File: config.mk
export PLATFORM = sky130hd
export DESIGN_NAME = alu_issue_stage
export DESIGN_NICKNAME = d
export VERILOG_FILES = /design/src/rtl/alu_pkg.sv /design/src/rtl/alu32.sv /design/src/rtl/alu_cmd_fifo.sv /design/src/rtl/alu_issue_stage.sv
export SDC_FILE = /design/constraint.sdc
export NUM_CORES = 1
export LEC_CHECK = 0
export BUFFER_PORTS_ARGS = -buffer_cell sky130_fd_sc_hd__buf_2
export CAP_MARGIN = 20
export CELL_PAD_IN_SITES_DETAIL_PLACEMENT = 1
export CELL_PAD_IN_SITES_GLOBAL_PLACEMENT = 2
export CORE_MARGIN = 4
export CORE_UTILIZATION = 40
export CTS_BUF_LIST = sky130_fd_sc_hd__clkbuf_4 sky130_fd_sc_hd__clkbuf_8
export DETAILED_ROUTE_END_ITERATION = 10
export HOLD_SLACK_MARGIN = 0.08
export PLACE_DENSITY = 0.78
export SETUP_SLACK_MARGIN = 0.2
export SLEW_MARGIN = 20
export SYNTH_ARGS = -nofsm -noshare
export SYNTH_HDL_FRONTEND = slang
export SYNTH_SLANG_ARGS = --single-unit
export TNS_END_PERCENT = 10
File: constraint.sdc
create_clock -name clk -period 8.5 [get_ports clk]
set_input_delay 0.425 -clock clk [delete_from_list [all_inputs] [get_ports clk]]
set_output_delay 0.425 -clock clk [all_outputs]
set_load 0.1 [all_outputs]
File: src/rtl/alu_pkg.sv
`default_nettype none
// ============================================================================
//  Module      : alu_pkg
//  Description : Shared definitions for the ALU issue stage: select codes,
//                datapath width and the packed command layout {acc,sel,a,b}.
//  Revision    : 1.0 - initial release
// ============================================================================
package alu_pkg;

    localparam int ALU_DATA_W = 32;

    // ALU select codes
    localparam logic [2:0] SEL_PASS_A   = 3'b000;  // A
    localparam logic [2:0] SEL_INC_A    = 3'b001;  // A + 1
    localparam logic [2:0] SEL_ADD      = 3'b010;  // A + B
    localparam logic [2:0] SEL_ADD_INC  = 3'b011;  // A + B + 1
    localparam logic [2:0] SEL_ADD_NOTB = 3'b100;  // A + ~B
    localparam logic [2:0] SEL_SUB      = 3'b101;  // A - B
    localparam logic [2:0] SEL_DEC_A    = 3'b110;  // A - 1
    localparam logic [2:0] SEL_PASS_B   = 3'b111;  // B

    // Command entry as stored in the FIFO: {acc, sel, a, b}
    typedef struct packed {
        logic                  acc;
        logic [2:0]            sel;
        logic [ALU_DATA_W-1:0] a;
        logic [ALU_DATA_W-1:0] b;
    } alu_cmd_t;

    localparam int CMD_W       = 1 + 3 + 2 * ALU_DATA_W;  // 68
    localparam int CMD_B_LSB   = 0;
    localparam int CMD_A_LSB   = ALU_DATA_W;
    localparam int CMD_SEL_LSB = 2 * ALU_DATA_W;
    localparam int CMD_ACC_BIT = 2 * ALU_DATA_W + 3;

endpackage
`default_nettype wire

File: src/rtl/alu32.sv
`default_nettype none
// ============================================================================
//  Module      : alu32
//  Description : Combinational 32-bit arithmetic unit, eight operations
//                selected by a 3-bit code. Results are mod 2^32.
//  Revision    : 1.0 - initial release
// ============================================================================
module alu32
    import alu_pkg::*;
(
    input  wire logic [2:0]            i_sel,
    input  wire logic [ALU_DATA_W-1:0] i_a,
    input  wire logic [ALU_DATA_W-1:0] i_b,
    output logic      [ALU_DATA_W-1:0] o_result
);

    // Operation decode; carry-out is simply truncated
    always_comb begin
        o_result = '0;
        case (i_sel)
            SEL_PASS_A:   o_result = i_a;
            SEL_INC_A:    o_result = i_a + ALU_DATA_W'(1);
            SEL_ADD:      o_result = i_a + i_b;
            SEL_ADD_INC:  o_result = i_a + i_b + ALU_DATA_W'(1);
            SEL_ADD_NOTB: o_result = i_a + ~i_b;
            SEL_SUB:      o_result = i_a - i_b;
            SEL_DEC_A:    o_result = i_a - ALU_DATA_W'(1);
            SEL_PASS_B:   o_result = i_b;
            default:      o_result = '0;
        endcase
    end

endmodule
`default_nettype wire

File: src/rtl/alu_cmd_fifo.sv
`default_nettype none
// ============================================================================
//  Module      : alu_cmd_fifo
//  Description : Synchronous FIFO of command entries. Pointers carry one
//                extra wrap bit to distinguish full from empty. A push while
//                full is refused even if a pop happens in the same cycle.
//  Revision    : 1.0 - initial release
// ============================================================================
module alu_cmd_fifo
    import alu_pkg::*;
#(
    parameter int DEPTH = 4,
    parameter int WIDTH = CMD_W
) (
    input  wire logic             clk,
    input  wire logic             reset,
    input  wire logic             i_push,
    input  wire logic [WIDTH-1:0] i_wr_data,
    input  wire logic             i_pop,
    output logic      [WIDTH-1:0] o_rd_data,
    output logic                  o_full,
    output logic                  o_empty
);

    localparam int AW = $clog2(DEPTH);

    logic [WIDTH-1:0] r_mem [DEPTH];
    logic [AW:0]      r_wr_ptr;
    logic [AW:0]      r_rd_ptr;
    logic             w_push;
    logic             w_pop;

    assign o_empty   = (r_wr_ptr == r_rd_ptr);
    assign o_full    = (r_wr_ptr[AW] != r_rd_ptr[AW]) &&
                       (r_wr_ptr[AW-1:0] == r_rd_ptr[AW-1:0]);
    assign w_push    = i_push & ~o_full;
    assign w_pop     = i_pop & ~o_empty;
    assign o_rd_data = r_mem[r_rd_ptr[AW-1:0]];

    // Storage write; contents need no reset since pointers gate visibility
    always_ff @(posedge clk) begin
        if (w_push) begin
            r_mem[r_wr_ptr[AW-1:0]] <= i_wr_data;
        end
    end

    // Read/write pointer advance with wrap bit
    always_ff @(posedge clk) begin
        if (reset) begin
            r_wr_ptr <= '0;
            r_rd_ptr <= '0;
        end else begin
            if (w_push) begin
                r_wr_ptr <= r_wr_ptr + (AW+1)'(1);
            end
            if (w_pop) begin
                r_rd_ptr <= r_rd_ptr + (AW+1)'(1);
            end
        end
    end

endmodule
`default_nettype wire

File: src/rtl/alu_issue_stage.sv
`default_nettype none
// ============================================================================
//  Module      : alu_issue_stage
//  Description : Command FIFO in front of a 32-bit ALU. Issues one command per
//                cycle when the registered output slot is free or draining,
//                keeps a running accumulator and an issued-op counter.
//                Optional macro ALU_FLAGS_EN adds registered zero/neg flags.
//  Revision    : 1.0 - initial release
// ============================================================================
module alu_issue_stage
    import alu_pkg::*;
#(
    parameter int DATA_W     = 32,
    parameter int FIFO_DEPTH = 4,
    parameter int CNT_W      = 16
) (
    input  wire logic              clk,
    input  wire logic              reset,
    input  wire logic              in_valid,
    output logic                   in_ready,
    input  wire logic [2:0]        in_sel,
    input  wire logic [DATA_W-1:0] in_a,
    input  wire logic [DATA_W-1:0] in_b,
    input  wire logic              in_acc,
    input  wire logic              acc_clr,
    output logic                   out_valid,
    input  wire logic              out_ready,
    output logic      [DATA_W-1:0] out_data,
    output logic      [DATA_W-1:0] acc_q,
`ifdef ALU_FLAGS_EN
    output logic                   out_zero,
    output logic                   out_neg,
`endif
    output logic      [CNT_W-1:0]  issued_cnt
);

    alu_cmd_t          w_wr_cmd;
    alu_cmd_t          w_head;
    logic [CMD_W-1:0]  w_head_bits;
    logic              w_full;
    logic              w_empty;
    logic              w_issue;
    logic [DATA_W-1:0] w_a_eff;
    logic [DATA_W-1:0] w_result;

    logic              r_out_valid;
    logic [DATA_W-1:0] r_out_data;
    logic [DATA_W-1:0] r_acc;
    logic [CNT_W-1:0]  r_issued_cnt;

    assign w_wr_cmd = '{acc: in_acc, sel: in_sel, a: in_a, b: in_b};
    assign w_head   = alu_cmd_t'(w_head_bits);

    alu_cmd_fifo #(
        .DEPTH (FIFO_DEPTH),
        .WIDTH (CMD_W)
    ) u_fifo (
        .clk       (clk),
        .reset     (reset),
        .i_push    (in_valid),
        .i_wr_data (w_wr_cmd),
        .i_pop     (w_issue),
        .o_rd_data (w_head_bits),
        .o_full    (w_full),
        .o_empty   (w_empty)
    );

    // The output slot accepts a new result when empty or being drained now
    assign w_issue  = ~w_empty & (~r_out_valid | out_ready);
    assign in_ready = ~w_full;

    // Accumulator operand is resolved at issue, so chained acc commands see
    // the value written on the previous edge
    assign w_a_eff  = w_head.acc ? r_acc : w_head.a;

    alu32 u_alu (
        .i_sel    (w_head.sel),
        .i_a      (w_a_eff),
        .i_b      (w_head.b),
        .o_result (w_result)
    );

    // Result register, output handshake, accumulator and issue counter
    always_ff @(posedge clk) begin
        if (reset) begin
            r_out_valid  <= 1'b0;
            r_out_data   <= '0;
            r_acc        <= '0;
            r_issued_cnt <= '0;
        end else begin
            if (w_issue) begin
                r_out_valid  <= 1'b1;
                r_out_data   <= w_result;
                r_acc        <= w_result;
                r_issued_cnt <= r_issued_cnt + CNT_W'(1);
            end else if (out_ready) begin
                r_out_valid  <= 1'b0;
            end
            // Clear overrides the accumulator write of a concurrent issue
            if (acc_clr) begin
                r_acc <= '0;
            end
        end
    end

`ifdef ALU_FLAGS_EN
    logic r_out_zero;
    logic r_out_neg;

    // Flags track the result register and hold with it under stall
    always_ff @(posedge clk) begin
        if (reset) begin
            r_out_zero <= 1'b0;
            r_out_neg  <= 1'b0;
        end else if (w_issue) begin
            r_out_zero <= (w_result == '0);
            r_out_neg  <= w_result[DATA_W-1];
        end
    end

    assign out_zero = r_out_zero;
    assign out_neg  = r_out_neg;
`endif

    assign out_valid  = r_out_valid;
    assign out_data   = r_out_data;
    assign acc_q      = r_acc;
    assign issued_cnt = r_issued_cnt;

endmodule
`default_nettype wire

* Word level (Yosys, flattened, before mapping)
Memories as Yosys holds them, arrays and structs flattened. A register that Yosys moved wholly into a read port is not among the register bits.
Index checks and enable logic that the tools add are counted.
** Operators by class
- $add $sub $neg :: 9
- Eq/ne operators :: 10
- Multiplexer cells :: 8
- Bitwise gates (word level) :: 8
- Reduce and logical (&&, ||, !) cells :: 4
** Operators with widths (count)
- case mux 32 bit (8 select lines) :: 1
- adder 32 x 1 -> 32 bit (second input constant) :: 2
- adder 32 bit :: 2
- 2-to-1 mux 32 bit :: 1
- NOT 32 bit :: 1
- subtractor 32 x 1 -> 32 bit (second input constant) :: 1
- subtractor 32 bit :: 1
- adder 16 x 1 -> 16 bit (second input constant) :: 1
- equality test 3 bit (second input constant) :: 4
- adder 3 x 1 -> 3 bit (second input constant) :: 2
- equality test 3 x 2 -> 1 bit (second input constant) :: 2
- 2-to-1 mux 1 bit :: 4
- 2-to-1 mux 2 bit :: 2
- AND 1 bit :: 3
- equality test 3 x 1 -> 1 bit (second input constant) :: 1
- equality test 3 bit :: 1
- zero test 3 bit :: 1
- NOT 1 bit :: 3
- equality test 2 bit :: 1
- nonzero test 2 bit :: 1
- OR reduction 2 bit :: 1
- logical AND 1 bit :: 1
- != test 1 bit :: 1
- OR 1 bit :: 1
** Word-level totals
- Register bits after elaboration :: 87
- Memory bits (writable) :: 272
- Output and inout bits :: 82
- Word-level logic and storage cells :: 46
- Memories kept :: 1
** Memory list
- u_fifo.r_mem :: depth 4, width 68, rd ports 1, clocked after Yosys merged registers in 1, write ports 1, RTL line alu_cmd_fifo.sv:27 : logic [WIDTH-1:0] r_mem [DEPTH];

* Longest topological paths before layout
- Depth after elaboration :: 6
- Mapped depth :: 27
- Gate-level depth less buffers :: 24

* Modules after synthesis
A second synthesis with hierarchy kept.
** Unflattened totals
- Cells, all modules :: 1808
- Area total of the unflattened synthesis :: 19900.3 µm²
** By module, submodules not included
- alu_cmd_fifo :: times used 1, cells each 424, area each 10359.9 µm², sequential area each 8328.0 µm²
- alu32 :: times used 1, cells each 1011, area each 6316.1 µm², sequential area each 0.0 µm²
- alu_issue_stage :: times used 1, cells each 373, area each 3224.3 µm², sequential area each 1621.6 µm²

* Least setup slack after synthesis
OpenSTA, ideal clock, no wires.
- Path type :: reg-to-reg
- From :: register (tool-made name)
- To :: register r_acc[26] (netlist: acc_q[26])
- Library setup time :: 115 ps
- Arrival time :: 6313 ps
- Path slack :: 2072 ps
- Cell stages (with the launch flop) :: 22
- Path buffers :: 7
- Clock period less this slack :: 6428 ps
- Cell sequence :: dfxtp_1 buf_6 buf_4 buf_2 buf_2 buf_1 buf_2 mux4_2 mux2_2 ha_1 clkbuf_1 nand4_1 or3_1 a211oi_4 mux2_4 nor4b_4 nand4_2 nor4_4 a21oi_1 o21a_1 a211o_1 o21a_1
** RTL lines
- end signal, assigned :: RTL line alu_issue_stage.sv:94 : r_acc <= w_result;
- end, declared :: RTL line alu_issue_stage.sv:48 : logic [DATA_W-1:0] r_acc;

==> results by group <==
Global routing
  – Overflow after GRT: 0
  – Largest net degree at the start of global routing: 64
  – Initial antenna violation count: 2
  – Vias in the first global route: 17,100
  – First-pass GRT wire length: 109,000 µm
  – Total track usage: 0.264

Clocking
  – Max Buffers Root-to-Sink: 3
  – Skew-Pair Late Insertion Delay: 0.66 ns
  – Clock Tree Root: clkbuf_8
  – Postcts setup bufs: 0
  – CTS tree: yes
  – Number of CTS-inserted buffers: 57
  – # resized after CTS: 0
  – Worst-path clk slew: 0.06 ns
  – Clk sinks: 361
  – H-tree depth: 2

Timing
  – Fmax: 145 MHz
  – Clock Skew: 0.0313 ns
  – Least-Margin Pin Slew: 1.02 ns
  – RSZ-0062 raised after global routing: false
  – Final TNS setup: 0 ns
  – Final min period: 6.89 ns
  – Final count of pins violating max slew: 0
  – Final setup viols: 0
  – Final period util: 0.810
  – Max-slew headroom: 0.311
  – Final-report hold violation count: 0

Placed design
  – Hpwl dp: 52,900 µm
  – Port Buffers: 154
  – Placed cell areas: 0.0219 mm²
  – Routability cong.: 0.906

Critical path
  – R2R Setup Slk: 1.61 ns
  – Worst path required time: 9.00 ns
  – Critical Path Source Type: flop
  – FF-to-FF path depth: 21
  – Worst Setup End Kind: flop
  – R2R Path End: acc_q[30]
  – Worst path arrival time: 7.39 ns
  – CP Class: reg -> reg
  – Worst-path fanout max: 27

Floorplan
  – Number of core rows: 82
  – Initial Util: 0.406
  – # IOs: 155
  – Die height: 234 µm
  – Die width: 234 µm
  – Die area: 0.0548 mm²
  – Core Footprint: 0.0504 mm²

Routing
  – Initial DRC count: 1,519
  – WL per Instance: 26.1 µm
  – Antenna-violating nets left: 0
  – Vias: 16,700
  – DRC: 0
  – Initial DRT Pass Iterations: 7
  – Via/cell ratio: 5.98
  – Drt total wl: 73,000 µm

Flow run
  – Max-cap violation count: 0

Final layout
  – Filler cells: 5,418
  – Fin nets: 2,220
  – P&R area growth vs syn: 16.4%
  – Area occupied by multi-input gates: 0.00998 mm²
  – Fraction of layout cells with a size suffix above 1: 0.201
  – Commonest non-fill, non-tap cells in the layout: edfxtp_1, nand2_1, a21oi_1
  – Commonest non-fill, non-tap cell in the layout: edfxtp_1
  – Final Util: 0.472
  – Seq. cell area: 0.00996 mm²
  – Finished Cell Area: 0.0238 mm²

Synth
  – Post-Syn Area: 0.0204 mm²
  – Post-Syn Instances: 1,870
  – Post-synthesis sequential area ratio: 0.487
  – Synthesized Nets: 2,014
  – Avg Inst Size Synth: 10.9 µm²
  – Async set-reset flop share out of synthesis: 0
  – Synth cell types: 94
  – Post-synth EDFFs: 272
  – Synthesis Warnings: 0
  – Synth Flop Type: edfxtp_1
  – Post-synthesis register bit count: 361

Min path
  – Hold path cells: 4
  – Path category of the worst min-delay check: in -> reg
  – Hold Startpoint: in_valid
  – End of the worst hold path: u_fifo.r_wr_ptr[0]

Run status
  – Status: completed
-- layout make-up --
class / count / share of cell area
timing repair buffer: 250 / 0.0715
inverter: 37 / 0.00616
sequential: 361 / 0.419
antenna: 2 / 0.000211
clock inverter: 17 / 0.00395
tap: 672 / 0.0354
multi-input combinational: 1369 / 0.420
clock buffer: 89 / 0.0442
-- critical path: stages, from the launching register on --
cell and delay (ns):
dfxtp_4 0.69, buf_12 0.32, mux4_2 0.39, nand4_1 0.23
nor4_1 0.51, and4_1 0.40, nand3_1 0.16, nor2_1 0.37
o21ai_0 0.14, a21oi_1 0.24, ha_1 0.34, nand2_1 0.09
nor3_1 0.32, o311ai_0 0.44, nand3_1 0.25, o22a_1 0.21
mux2i_1 0.24, a31oi_1 0.12, a2111oi_0 0.56, nor2_1 0.10
a211oi_1 0.44, a21oi_1 0.12
-- repair_timing --
item,4_1_cts,5_1_grt
endpoints found under the setup margin,0,0
hold buffers,70,0
endpoints found under the hold margin,275,0
-- worst max-delay path by stage --
stage	startpoint	endpoint	slack (ns)	cells after the start
3_5_place_dp	flop	acc_q[30]	1.69	21
4_1_cts	flop	acc_q[30]	1.69	21
6_report	flop	acc_q[30]	1.61	21
2_1_floorplan	flop	acc_q[26]	2.07	21
3_3_place_gp	flop	acc_q[30]	1.74	21
5_1_grt	flop	acc_q[30]	1.11	21
-- layer usage --
layer / share of wire / track usage / up-vias
met3: 0.059 / 0.0468 / 87
li1: - / - / 7605
met2: 0.45 / 0.407 / 535
met1: 0.45 / 0.381 / 8511
met5: 0 / 0 / -
met4: 0.032 / 0.0865 / 0
-- through the flow --
stage | setup slack (ns) | hold WS, ns | cells
floorplan | 2.07 | 0.478 | 1870
global placement | 1.74 | 0.442 | 2617
detailed placement | 1.69 | 0.448 | 2617
CTS | 1.69 | 0.225 | 2793
global route | 1.11 | 0.297 | 2796
finish | 1.61 | 0.272 | 2797
-- flip-flops by register name, indices dropped and copies added (netlist names), named ones only --
register,flops
acc_q,32
out_valid,1
out_data,32
u_fifo.r_rd_ptr,3
issued_cnt,16
u_fifo.r_mem,272
u_fifo.r_wr_ptr,3
-- logic make-up after synthesis --
group | synth area share
adders and majority gates | 0.0442
DFF | 0.487
AOI/OAI and AO/OA | 0.172
xor gates and xnor gates | 0.0386
buffers and inverters | 0.0271
and+or+nand+nor | 0.131
muxes | 0.100
-- synthesized netlist by cell type (18+ instances only) --
| cell | instances | area share |
|---|---|---|
| a21o_1 | 18 | 0.0066 |
| a21oi_1 | 183 | 0.045 |
| a31oi_1 | 22 | 0.0067 |
| and3_1 | 20 | 0.0061 |
| clkbuf_1 | 82 | 0.015 |
| dfxtp_1 | 89 | 0.087 |
| edfxtp_1 | 272 | 0.40 |
| ha_1 | 69 | 0.042 |
| inv_1 | 36 | 0.0066 |
| mux2_2 | 35 | 0.019 |
| mux4_2 | 67 | 0.074 |
| nand2_1 | 183 | 0.034 |
| nand3_1 | 43 | 0.011 |
| nand4_1 | 22 | 0.0067 |
| nor2_1 | 163 | 0.030 |
| nor3_1 | 38 | 0.0093 |
| o211ai_1 | 23 | 0.0085 |
| o21a_1 | 23 | 0.0085 |
| o21ai_0 | 90 | 0.022 |
| o221ai_1 | 20 | 0.0086 |
| o22ai_1 | 20 | 0.0061 |
| xnor2_1 | 53 | 0.023 |
| xor2_1 | 37 | 0.016 |
Power is left out: the tool's default activity adds up to more than one toggle a clock period on the data nets, which glitch-free logic cannot reach.
